[config.mk]
export PLATFORM = sky130hd
export DESIGN_NAME = branch_predictor
export DESIGN_NICKNAME = d
export VERILOG_FILES = /design/src/rtl/branch_predictor.sv
export SDC_FILE = /design/constraint.sdc
export NUM_CORES = 1
export LEC_CHECK = 0
export BUFFER_PORTS_ARGS = -buffer_cell sky130_fd_sc_hd__buf_2
export CORE_ASPECT_RATIO = 1.2
export CORE_MARGIN = 8
export CORE_UTILIZATION = 62
export DETAILED_ROUTE_END_ITERATION = 16
export PLACE_DENSITY_LB_ADDON = 0.15
export SETUP_SLACK_MARGIN = 0.05
export SLEW_MARGIN = 5
export SYNTH_ARGS = -nofsm -noshare
export SYNTH_HDL_FRONTEND = slang
export SYNTH_SLANG_ARGS = --single-unit
[constraint.sdc]
create_clock -name clk -period 7.7 [get_ports clk]
set_input_delay 0.385 -clock clk [delete_from_list [all_inputs] [get_ports clk]]
set_output_delay 0.385 -clock clk [all_outputs]
set_load 0.02 [all_outputs]
[src/rtl/branch_predictor.sv]
// Fetch-stage branch predictor: predecodes B-type/JAL, predicts from a 2-bit counter
// table, tracks each prediction through D/E/M and resolves it against pcsrc in MEM.
module branch_predictor #(
  parameter int DATA_WIDTH = 32,
  parameter int INDEX_BITS = 6
) (
  input  logic                  clk,
  input  logic                  rst,
  input  logic [DATA_WIDTH-1:0] pc,
  input  logic [DATA_WIDTH-1:0] instr_F,
  input  logic                  load_use_flag,
  input  logic                  pcsrc,
  output logic                  pre_branch,
  output logic                  prediction,
  output logic [DATA_WIDTH-1:0] label,
  output logic                  correct,
  output logic                  error,
  output logic [DATA_WIDTH-1:0] new_label
);

  localparam int         ENTRIES   = 1 << INDEX_BITS;
  localparam logic [6:0] OP_BRANCH = 7'b1100011;
  localparam logic [6:0] OP_JAL    = 7'b1101111;
  localparam logic [1:0] CTR_WNT   = 2'b01;

  typedef struct packed {
    logic                  valid;
    logic                  pred;
    logic                  is_cond;
    logic [DATA_WIDTH-1:0] pc;
  } slot_t;

  localparam slot_t SLOT_EMPTY = '{valid: 1'b0, pred: 1'b0, is_cond: 1'b0,
                                   pc: {DATA_WIDTH{1'b0}}};

  // Two-bit saturating counter step toward taken or not-taken.
  function automatic logic [1:0] ctr_step(input logic [1:0] ctr, input logic taken);
    logic [1:0] nxt;
    if (taken) begin
      nxt = (ctr == 2'b11) ? 2'b11 : ctr + 2'b01;
    end else begin
      nxt = (ctr == 2'b00) ? 2'b00 : ctr - 2'b01;
    end
    return nxt;
  endfunction

  logic [1:0]            r_ctr [ENTRIES];
  slot_t                 r_d;
  slot_t                 r_e;
  slot_t                 r_m;

  logic                  w_is_b;
  logic                  w_is_jal;
  logic [DATA_WIDTH-1:0] w_imm;
  logic [INDEX_BITS-1:0] w_idx_f;
  logic [INDEX_BITS-1:0] w_idx_m;
  logic                  w_correct;
  logic                  w_error;
  logic                  w_flush;
  slot_t                 w_slot_f;

  assign w_idx_f = pc[INDEX_BITS+1:2];
  assign w_idx_m = r_m.pc[INDEX_BITS+1:2];

  // Predecode and prediction for the instruction currently being fetched.
  always_comb begin
    w_is_b     = (instr_F[6:0] == OP_BRANCH);
    w_is_jal   = (instr_F[6:0] == OP_JAL);
    w_imm      = {DATA_WIDTH{1'b0}};
    prediction = 1'b0;
    if (w_is_jal) begin
      w_imm      = {{(DATA_WIDTH-21){instr_F[31]}}, instr_F[31], instr_F[19:12],
                    instr_F[20], instr_F[30:21], 1'b0};
      prediction = 1'b1;
    end else if (w_is_b) begin
      w_imm      = {{(DATA_WIDTH-13){instr_F[31]}}, instr_F[31], instr_F[7],
                    instr_F[30:25], instr_F[11:8], 1'b0};
      prediction = r_ctr[w_idx_f][1];
    end else begin
      w_imm      = {DATA_WIDTH{1'b0}};
      prediction = 1'b0;
    end
    pre_branch = w_is_b | w_is_jal;
    label      = pc + w_imm;
  end

  // Resolution of the prediction riding in the MEM slot.
  always_comb begin
    w_correct = r_m.valid & r_m.pred & pcsrc;
    w_error   = r_m.valid & r_m.pred & ~pcsrc;
    w_flush   = (pcsrc & ~w_correct) | w_error;
    w_slot_f  = '{valid: pre_branch, pred: prediction, is_cond: w_is_b, pc: pc};
  end

  assign correct   = w_correct;
  assign error     = w_error;
  assign new_label = r_m.pc + DATA_WIDTH'(3'd4);

  // Tracking slots follow the datapath's IF/D, D/E and E/M flush/stall rules.
  always_ff @(posedge clk) begin
    if (rst) begin
      r_d <= SLOT_EMPTY;
      r_e <= SLOT_EMPTY;
      r_m <= SLOT_EMPTY;
    end else begin
      if (w_flush) begin
        r_d <= SLOT_EMPTY;
      end else if (!load_use_flag) begin
        r_d <= w_slot_f;
      end else begin
        r_d <= r_d;
      end

      if (w_flush || load_use_flag) begin
        r_e <= SLOT_EMPTY;
      end else begin
        r_e <= r_d;
      end

      if (w_flush) begin
        r_m <= SLOT_EMPTY;
      end else begin
        r_m <= r_e;
      end
    end
  end

  // Counter table: only conditional branches resolving in MEM train it.
  always_ff @(posedge clk) begin
    if (rst) begin
      for (int i = 0; i < ENTRIES; i++) begin
        r_ctr[i] <= CTR_WNT;
      end
    end else if (r_m.valid && r_m.is_cond) begin
      r_ctr[w_idx_m] <= ctr_step(r_ctr[w_idx_m], pcsrc);
    end else begin
      r_ctr[w_idx_m] <= r_ctr[w_idx_m];
    end
  end

endmodule

### Word-level counts from Yosys, hierarchy flattened

Memory sizes are Yosys's and may differ from the RTL's. A register that Yosys moved wholly into a read port is not among the register bits.
Cells that the tools add are included.

| operators by class | value |
|---|---|
| add/sub/neg operators | 4 |
| $mul | 0 |
| div/mod/pow operators | 0 |
| $lt $le $gt $ge | 0 |
| equal/unequal tests | 3 |
| shifts and indexed selects | 0 |
| multiplexer cells | 22 |
| bitwise logic cells | 9 |
| reductions and logical operators | 6 |

Operator list:

| kind | number |
|---|---|
| 32-bit two-way mux | 2 |
| 32-bit by 3-bit adder with 32-bit output, second input constant | 1 |
| 32-bit adder | 1 |
| 7-bit equality test, second input constant | 2 |
| 2-bit two-way mux | 7 |
| 6-bit two-way mux | 2 |
| 1-bit two-way mux | 11 |
| 2-bit OR reduction | 3 |
| 1-bit AND | 4 |
| 1-bit OR | 3 |
| 2-bit by 1-bit adder with 2-bit output, second input constant | 1 |
| 2-bit equality test, second input constant | 1 |
| 2-bit zero test | 1 |
| 1-bit NOT | 2 |
| 2-bit by 1-bit subtractor with 2-bit output, second input constant | 1 |
| 1-bit logical AND | 1 |
| 1-bit logical OR | 1 |

| word-level totals | value |
|---|---|
| flip-flop bits (word level) | 105 |
| latch bits | 0 |
| bits in writable memories | 128 |
| ROM bits | 0 |
| memories | 1 |

Memories:

| memory | words | width | rd ports | clocked after memory_dff | wr ports | RTL line | text |
|---|---|---|---|---|---|---|---|
| r_ctr | 64 | 2 | 2 | 1 | 64 | 47 | `logic [1:0] r_ctr [ENTRIES];` |

### Logic depth before layout (Yosys ltp)

| depth | value |
|---|---|
| depth after elaboration | 7 |
| mapped depth | 17 |

### Worst setup path after synthesis

OpenSTA, ideal clock, no wires.

| timing | value |
|---|---|
| kind | input-to-output |
| start | in instr_F[1] |
| end | out label[29] |
| arrival | 3.599 ns |
| required time | 7.315 ns |
| setup slack | 3.716 ns |
| stages on the path | 16 |
| cells stage by stage | nand4_1 > nor2_1 > clkbuf_1 > nand2_1 > a21oi_1 > ha_1 > inv_1 > fa_1 > nor2b_1 > o31a_1 > o31a_1 > o21ai_0 > a21o_1 > and2_1 > o21a_1 > o311ai_0 |

| on the way | value |
|---|---|
| word-level cells in the longest chain between the ends | 4 |
| elaborated cells on any way between the ends | 5 |
| classes of those cells | add/sub: 1; eq/ne: 2; mux: 2 |

Ends and longest elaborated chain:

| element | RTL line | text |
|---|---|---|
| from (decl) | 10 | `input logic [DATA_WIDTH-1:0] instr_F,` |
| 7-bit equality test | 67 | `w_is_b = (instr_F[6:0] == OP_BRANCH);` |
| 32-bit two-way mux | 75 | `end else if (w_is_b) begin` |
| 32-bit two-way mux * | 71 | `if (w_is_jal) begin` |
| 32-bit adder * | 84 | `label = pc + w_imm;` |
| to (decl) | 15 | `output logic [DATA_WIDTH-1:0] label,` |

Mark *: on every way between the ends. The rest lies on a longest branch, timed or not.

### Final worst setup path

| timing | value |
|---|---|
| start | in instr_F[0] |
| end | out label[26] |

Same word-level chain as after synthesis.

==> run summary <==
Layout cells sized above 1 = 0.2326
Register area share after synthesis = 0.4606
Cell Rows = 58
FILL cells = 1,590
Most common cell after layout, fill and taps aside = buf_2
Status = complete, no violations
Reg-to-reg startpoint = r_m[2]
Min Hold Slack = 0.1346 ns
Netlist cell types = 74
Setup TNS = 0 ns
Period utilisation layout = 0.6194
CTS-repair resized insts = 0
Vias per cell = 6.127
Hold Startpoint = pc[14]
CTS clk-pin slew, worst paths = 0.06 ns
Port-buffer cells = 135
Max clock buf depth = 3
Worst hold stages = 3
Synth Instances = 1,212
Slew Limit Fails = 0
Routed WL = 32,170 um
Setup Fix Bufs, Post-CTS = 0
First-pass GRT wire length = 51,000 um
Mean post-synth cell area = 10.65 um^2
Total GRT Usage = 0.2473
HPWL after detailed placement = 22,210 um
Synth Net Count = 1,314
R2r setup slk = 3.12 ns
RSZ-0062 raised after global routing = false
CTS buffer count = 23
TritonRoute pass-1 iters = 5
Crit end category = output port
Die H = 174.1 um
Clock Latency Late Sink = 0.51 ns
Async set-reset flop share out of synthesis = 0
CTS tree = built
CP required = 7.32 ns
Reg2reg path depth = 9
Setup crit end = label[26]
DRT iter0 DRCs = 786
Final hold vios = 0
Vias in the first global route = 9,763
Area contributors post-synth = edfxtp_1 30%, dfxtp_1 16%, mux4_2 5.8%
Pwr Total = 2.758 mW
Core area = 20,680 um^2
Routed vias = 9,663
Fin crit period = 4.769 ns
Average wire per standard cell = 20.40 um
# diodes = 0
Leading area contributor after synthesis = edfxtp_1
Initial Util = 0.6241
Clock Sinks = 233
Die X = 147.7 um
Pwr Density = 191.1 nW/um^2
H-Tree Depth = 1
Setup crit start kind = input pin
Static Leak = 5.452 nW
Remaining DRCs = 0
YS warnings = 0
Initial antenna violation count = 1
Worst Setup SP = instr_F[0]
Max-cap viol count = 0
Hold_buf cts = 0
Grt total ovfl = 0
Final setup violating endpoints = 0
Largest net degree at the start of global routing = 65
Fin util = 0.6977
RR Endpoint = r_ctr[1][0]
Ports = 136
Post-synth EDFFs = 128
Syn-to-layout area delta = 11.80%
Worst-Margin Slew = 1.095 ns
WP data arrival = 4.38 ns
Most frequent cells in the layout = 135 x buf_2, 128 x edfxtp_1, 118 x nor2_1
Final net count = 1,393
Largest vdd supply drop = 142.0 uV
Hold WC Path Type = in2reg
FMAX = 209.7 MHz
Max FO, Critical Path = 13
Synthesized area = 12,910 um^2
FF+latch count, synth = 233
Prevailing post-synth register cell = edfxtp_1
Routed Antenna Nets = 0
CP Class = in2out
Gp weighted congestion = 0.8630
Slew HR = 0.2679
Synth top area share = 0.2978
Root buffer selected by CTS = clkbuf_16
Clock Skew = 0.007323 ns
Die footprint = 25,710 um^2
[sequential cells by signal, indices dropped and copies added, names as in the netlist]
name   cells
r_m       35
r_e       35
r_ctr    128
r_d       35
[logic make-up after synthesis]
kind of cell	Yosys count	synth area share
adder cells (fa/ha/maj)	34	0.03354
XOR/XNOR	52	0.03529
buffers and inverters	116	0.04352
flip-flops	233	0.4606
multiplexers	98	0.1147
AND/OR/NAND/NOR	515	0.2228
AO/OA/AOI/OAI	164	0.08957
[power breakdown]
group	total, mW	internal (mW)	switching [mW]
Clock	1.17	0.715	0.458
Combinational	0.245	0.0881	0.157
Sequential	1.34	1.33	0.0112
Total	2.76	2.13	0.626
[final cells by class]
| type | count | area, um^2 | share of cell area |
|---|---|---|---|
| Clock inverter | 4 | 20.02 | 0.001387 |
| Sequential cell | 233 | 5949 | 0.4123 |
| Inverter | 22 | 82.58 | 0.005723 |
| Clock buffer | 37 | 804.5 | 0.05575 |
| Timing Repair Buffer | 148 | 773.2 | 0.05359 |
| Multi-Input combinational cell | 863 | 6462 | 0.4478 |
| Tap cell | 270 | 337.8 | 0.02341 |
[cell usage after synthesis, types with 6 or more instances]
library cell,n
nand4_1,7
buf_1,9
xnor2_1,38
ha_1,33
and2_1,76
nand3_1,41
nor2_1,119
nand2b_1,50
o21a_1,12
nor3_1,24
o211ai_1,7
nand3_2,50
nand2_1,84
inv_1,21
mux2i_1,52
a21oi_1,41
a21o_1,27
clkbuf_1,52
buf_2,19
nor2b_1,6
a21boi_0,6
mux4_2,33
nor4_1,18
o21bai_1,12
xor2_1,14
buf_6,8
o21ai_0,17
and3_1,20
dfxtp_1,105
edfxtp_1,128
[worst max-delay path, stage by stage]
cell      delay (ns)
buf_2           0.08
nand4_1         0.08
nor2_1          0.45
nand3_1         0.50
nand2_1         0.19
a21oi_1         0.09
ha_1            0.31
and4_1          0.23
a211oi_1        0.37
a21oi_1         0.21
o41ai_1         0.79
o211ai_1        0.20
a21oi_1         0.21
xnor2_1         0.13
buf_2           0.18
[how the worst min path moves through the flow]
stage               slack (ns)      end
finish                    0.13  r_d[14]
global route              0.13  r_d[27]
CTS                       0.13  r_d[23]
detailed placement        0.41  r_m[27]
global placement          0.41   r_m[4]
floorplan                 0.41   r_m[0]
[layer usage]
metal,GRT usage,vias up,wire (um)
met2,0.4255,443,16090
met4,0.1030,2,1347
li1,-,4513,-
met5,0,-,8
met3,0.06270,96,2740
met1,0.2876,4609,11980
[metrics by stage]
step	setup slack [ns]	instance area, um^2	instances
final	2.931	14430	1577
after global routing	2.557	14430	1577
after CTS	2.894	14430	1577
after detailed placement	2.999	13610	1536
after global placement	3.096	13610	1536
after floorplan	3.716	12910	1212
No activity file was read; power rests on OpenSTA's default activity.
